$ cat config.mk
export PLATFORM = sky130hd
export DESIGN_NAME = alu_seq
export DESIGN_NICKNAME = d
export VERILOG_FILES = /design/src/rtl/alu_seq.sv
export SDC_FILE = /design/constraint.sdc
export NUM_CORES = 1
export LEC_CHECK = 0
export BUFFER_PORTS_ARGS = -buffer_cell sky130_fd_sc_hd__buf_4
export CAP_MARGIN = 40
export CELL_PAD_IN_SITES_DETAIL_PLACEMENT = 0
export CELL_PAD_IN_SITES_GLOBAL_PLACEMENT = 1
export CORE_ASPECT_RATIO = 1.75
export CORE_MARGIN = 5
export CORE_UTILIZATION = 40
export DETAILED_ROUTE_END_ITERATION = 6
export GPL_ROUTABILITY_DRIVEN = 0
export MAX_ROUTING_LAYER = met4
export PLACE_DENSITY = 0.76
export REMOVE_ABC_BUFFERS = 1
export SETUP_SLACK_MARGIN = 0.1
export SYNTH_ARGS = -nofsm -noshare
export SYNTH_HDL_FRONTEND = slang
export SYNTH_SLANG_ARGS = --single-unit
$ cat constraint.sdc
create_clock -name Clk -period 3.8 [get_ports Clk]
set_input_delay 0.76 -clock Clk [delete_from_list [all_inputs] [get_ports Clk]]
set_output_delay 0.76 -clock Clk [all_outputs]
set_load 0.005 [all_outputs]
$ cat src/rtl/alu_seq.sv
// Multi-cycle unsigned MUL/DIV/MOD sequencer driving an external combinational alu.
// Latency: W RUN cycles after accept (error in 1). Holds rsp until rsp_ready; cmd_ready only in IDLE.
module alu_seq #(
   parameter int             W       = 8,
   parameter logic [W-1:0]   ERR_VAL = 8'hFF,
   parameter logic [4:0]     OP_ADD  = 5'd0,
   parameter logic [4:0]     OP_SUB  = 5'd1
) (
   input  logic         Clk,
   input  logic         Reset_n,
   input  logic         cmd_valid,
   output logic         cmd_ready,
   input  logic [1:0]   cmd_op,
   input  logic [W-1:0] cmd_a,
   input  logic [W-1:0] cmd_b,
   output logic         rsp_valid,
   input  logic         rsp_ready,
   output logic [W-1:0] rsp_data,
   output logic         rsp_err,
   output logic [W-1:0] alu_a,
   output logic [W-1:0] alu_b,
   output logic [4:0]   alu_op,
   input  logic [W-1:0] alu_out
);

   localparam int CW = (W > 1) ? $clog2(W) : 1;
   localparam logic [CW-1:0] CNT_LAST = CW'(W - 1);

   typedef enum logic [1:0] {IDLE, RUN, DONE} state_t;

   state_t         state_q, state_d;
   logic [CW-1:0]  cnt_q, cnt_d;
   logic [1:0]     op_q, op_d;
   logic [W-1:0]   acc_q, acc_d;
   logic [W-1:0]   mcand_q, mcand_d;
   logic [W-1:0]   mplier_q, mplier_d;
   logic [W-1:0]   rem_q, rem_d;
   logic [W-1:0]   q_q, q_d;
   logic [W-1:0]   divisor_q, divisor_d;
   logic [W-1:0]   rsp_data_q, rsp_data_d;
   logic           rsp_err_q, rsp_err_d;

   // Restoring-division step: shifted partial remainder and its W+1 bit compare.
   logic [W:0]     div_t;
   logic           div_ge;
   logic [W-1:0]   mul_acc_nxt, div_rem_nxt, div_q_nxt;

   assign div_t       = {rem_q, q_q[W-1]};
   assign div_ge      = (div_t >= {1'b0, divisor_q});
   assign mul_acc_nxt = mplier_q[0] ? alu_out : acc_q;
   assign div_rem_nxt = div_ge ? alu_out : div_t[W-1:0];
   assign div_q_nxt   = {q_q[W-2:0], div_ge};

   assign cmd_ready = (state_q == IDLE);
   assign rsp_valid = (state_q == DONE);
   assign rsp_data  = rsp_data_q;
   assign rsp_err   = rsp_err_q;

   always_comb begin
      state_d    = state_q;
      cnt_d      = cnt_q;
      op_d       = op_q;
      acc_d      = acc_q;
      mcand_d    = mcand_q;
      mplier_d   = mplier_q;
      rem_d      = rem_q;
      q_d        = q_q;
      divisor_d  = divisor_q;
      rsp_data_d = rsp_data_q;
      rsp_err_d  = rsp_err_q;
      alu_a      = '0;
      alu_b      = '0;
      alu_op     = OP_ADD;

      case (state_q)
         IDLE: begin
            if (cmd_valid) begin
               op_d      = cmd_op;
               cnt_d     = '0;
               acc_d     = '0;
               mcand_d   = cmd_a;
               mplier_d  = cmd_b;
               rem_d     = '0;
               q_d       = cmd_a;
               divisor_d = cmd_b;
               if (cmd_op == 2'b11 || (cmd_op != 2'b00 && cmd_b == '0)) begin
                  state_d    = DONE;
                  rsp_data_d = ERR_VAL;
                  rsp_err_d  = 1'b1;
               end else begin
                  state_d   = RUN;
                  rsp_err_d = 1'b0;
               end
            end
         end
         RUN: begin
            cnt_d = cnt_q + 1'b1;
            if (op_q == 2'b00) begin
               alu_a    = acc_q;
               alu_b    = mcand_q;
               alu_op   = OP_ADD;
               acc_d    = mul_acc_nxt;
               mcand_d  = mcand_q << 1;
               mplier_d = mplier_q >> 1;
            end else begin
               alu_a  = div_t[W-1:0];
               alu_b  = divisor_q;
               alu_op = OP_SUB;
               rem_d  = div_rem_nxt;
               q_d    = div_q_nxt;
            end
            if (cnt_q == CNT_LAST) begin
               state_d = DONE;
               cnt_d   = '0;
               case (op_q)
                  2'b00:   rsp_data_d = mul_acc_nxt;
                  2'b01:   rsp_data_d = div_q_nxt;
                  default: rsp_data_d = div_rem_nxt;
               endcase
            end
         end
         DONE: begin
            if (rsp_ready) state_d = IDLE;
         end
         default: state_d = IDLE;
      endcase
   end

   always_ff @(posedge Clk or negedge Reset_n) begin
      if (!Reset_n) begin
         state_q    <= IDLE;
         cnt_q      <= '0;
         op_q       <= 2'b00;
         acc_q      <= '0;
         mcand_q    <= '0;
         mplier_q   <= '0;
         rem_q      <= '0;
         q_q        <= '0;
         divisor_q  <= '0;
         rsp_data_q <= '0;
         rsp_err_q  <= 1'b0;
      end else begin
         state_q    <= state_d;
         cnt_q      <= cnt_d;
         op_q       <= op_d;
         acc_q      <= acc_d;
         mcand_q    <= mcand_d;
         mplier_q   <= mplier_d;
         rem_q      <= rem_d;
         q_q        <= q_d;
         divisor_q  <= divisor_d;
         rsp_data_q <= rsp_data_d;
         rsp_err_q  <= rsp_err_d;
      end
   end

endmodule
==> results_dict.tcl <==
set metrics [dict create \
    gr-total-overflow 0 \
    drive_gt1_frac 0.211 \
    first_pass_iters 5 \
    finalCritPeriodShare 0.822 \
    n_antenna_cell 0 \
    crit_buf_inv 2 \
    crit_chain "or2_0, nand2_2, inv_2, buf_4" \
    clock_path_buffers 2 \
    postCtsSetupBuffers 0 \
    dp_hpwl_um 7030 \
    r2r_cells 5 \
    post_cts_resize_count 0 \
    grtUsageTotal 0.204 \
    period_needed_ns 3.12 \
    grt_pass1_wl_um 15800 \
    drtIter0Drc 224 \
    crit_family "simple AND/OR/NAND/NOR gates" \
    die_h_um 132 \
    initial_utilization 0.409 \
    avgRoutedWirePerCell_um 17.8 \
    fillers 800 \
    antenna_found_initial 0 \
    slew_violations 0 \
    synth_cells 375 \
    synth_area_leaders "dfrtp_1 47%, nand2_1 12%, mux2i_1 8.5%" \
    drtAntennaViolNets 0 \
    core-area_um2 8310 \
    utilization 0.505 \
    crit-reg2reg-launch "op_q[0]$_DFFE_PN0P_" \
    io_pins 62 \
    final_area_um2 4200 \
    clkSlewWorstSetupHoldPaths_ns 0.05 \
    relSlewSlack 0.389 \
    cts-buffers-inserted 9 \
    hold_buffers 0 \
    end_kind "output pin" \
    ys_seq_area_frac 0.471 \
    area.sequential_um2 1600 \
    ys_ff_latch 64 \
    yosysMostFrequentCell "nand2_1" \
    slowest_stage "dfrtp_1" \
    grt_pass1_vias 3034 \
    yosysWarnings 0 \
    critPathLaunch "op_q[0]$_DFFE_PN0P_" \
    crit_required_ns 3.04 \
    rsz0062_at_grt "no" \
    arrival_ns 2.36 \
    worst_pin_slew_ns 0.917 \
    crit_path_end "alu_op[0]" \
    syn-cell-area_um2 3400 \
    max-cap-violations 0 \
    portBuffers 57 \
    synth_top_area_frac 0.471 \
    syn_to_final_growth_pct 23.4 \
    design.die.area_um2 10500 \
    placed_area_um2 3930 \
    synth.largest_area_cell "dfrtp_1" \
    leakage_nw 2.10 \
    htree_num_levels 3 \
    synth_flop_cell "dfrtp_1" \
    cp-start-kind "flop" \
    r2r_setup_slack_ns 1.33 \
    r2r_end "q_q[0]$_DFFE_PN0P_" \
    syn_avg_cell_area_um2 9.08 \
    finalSetupViolCount 0 \
    grt_max_degree 65 \
    fin_tns_setup_ns 0 \
    cpPeakStageDelay_ns 0.71 \
    worstSkewPairLatency_ns 0.33 \
    fmax_mhz 320 \
    cts_tree "done" \
    asyncSetResetFlopFracSynth 1.00 \
    ir_drop_uv 365 \
    path_class "reg2out" \
    critical_path_depth 4 \
    synth_edf_count 0 \
    powerDensity_nw_per_um2 932 \
    finalHoldViolations 0 \
    yosys-top-cells-count "113 x nand2_1, 64 x dfrtp_1, 33 x o21ai_0, 29 x mux2i_1, 20 x a21oi_1" \
    rows 44 \
    nets 469 \
    worst-path-max-fanout 12 \
    route.detailed.drc 0 \
    yosysUniqueCellTypes 39 \
    multiInputGateArea_um2 1630 \
    root_buffer "clkbuf_16" \
    hold_class "reg2reg" \
    vias 2888 \
    holdPathStages 2 \
    clock_skew_ns 0.00422 \
    die_w_um 79.7 \
    status "finished clean" \
    routed_via_density 5.28 \
    drt_wl_total_um 9760 \
    cts.sinks 64 \
]
-- worst min path at each step --
stage	slack (ns)	start	endpoint
2_1_floorplan	0.45	mplier_q[7]$_DFFE_PN0P_	mplier_q[7]$_DFFE_PN0P_
3_3_place_gp	0.46	mplier_q[6]$_DFFE_PN0P_	mplier_q[6]$_DFFE_PN0P_
3_5_place_dp	0.48	mplier_q[1]$_DFFE_PN0P_	mplier_q[1]$_DFFE_PN0P_
4_1_cts	0.49	mplier_q[1]$_DFFE_PN0P_	mplier_q[1]$_DFFE_PN0P_
5_1_grt	0.51	cnt_q[0]$_DFFE_PN0P_	cnt_q[0]$_DFFE_PN0P_
6_report	0.49	mplier_q[4]$_DFFE_PN0P_	mplier_q[4]$_DFFE_PN0P_
-- routing by layer --
| metal | GRT usage | routed length (µm) |
|---|---|---|
| met5 | - | 0 |
| met3 | 0.0301 | 349 |
| met2 | 0.340 | 5300 |
| met4 | 0.0985 | 240 |
| met1 | 0.237 | 3870 |
-- state kept, by name, summed over array words and instances, names as in the netlist --
name,count
acc_q,8
divisor_q,8
mcand_q,8
mplier_q,8
q_q,8
rem_q,8
rsp_data,8
cnt_q,3
op_q,2
state_q,2
rsp_err,1
-- layout by cell type (no fill, tap or decap), types with 4 or more instances in the layout --
| cell | synthesis | final |
|---|---|---|
| nand2_1 | 113 | 113 |
| dfrtp_1 | 64 | 64 |
| buf_4 | 7 | 62 |
| o21ai_0 | 33 | 33 |
| mux2i_1 | 29 | 29 |
| a21oi_1 | 20 | 20 |
| inv_1 | 17 | 17 |
| nand3_1 | 10 | 10 |
| ha_1 | 10 | 10 |
| clkbuf_16 | 0 | 9 |
| a22oi_1 | 7 | 7 |
| mux2_2 | 7 | 7 |
| a222oi_1 | 7 | 7 |
| conb_1 | 1 | 4 |
-- cell families (layout without fill, tap and decap cells) --
kind of cell | count (synthesis) | count (layout) | synth area share
AOI/OAI and AO/OA | 79 | 79 | 0.146
adders and majority gates | 10 | 10 | 0.0368
buffers and inverters | 41 | 95 | 0.0540
DFF | 64 | 64 | 0.471
muxes | 36 | 36 | 0.108
other | 1 | 4 | 0.00110
and+or+nand+nor | 144 | 144 | 0.183
-- area by class of cell --
cell class,instances,area share
inverters,18,0.0161
repair buffers,63,0.114
clock buffers,14,0.0653
multi-input cells,273,0.389
well taps,115,0.0343
flip-flops and latches,64,0.381
-- where the power goes --
group / switching [mW] / internal, mW
Combinational: 1.06 / 0.805
Sequential: 0.286 / 1.00
Clock: 0.276 / 0.487
Total: 1.62 / 2.29
-- stage by stage --
stage | power [mW] | instances | setup WS [ns] | hold WS, ns
final | 3.91 | 547 | 0.678 | 0.487
after global routing | 4.21 | 547 | 0.540 | 0.510
after CTS | 3.95 | 547 | 0.685 | 0.489
after detailed placement | 3.17 | 533 | 1.05 | 0.478
after global placement | 3.11 | 532 | 1.03 | 0.462
after floorplan | 2.38 | 355 | 0.908 | 0.446
-- worst reg2reg max path: stages, from the launching register on --
cell and delay, ns:
dfrtp_1 0.71, or2_0 0.61, nand2_2 0.30, inv_2 0.26
nor2_4 0.14, a221o_1 0.33
No activity file was read; power rests on OpenSTA's default activity.
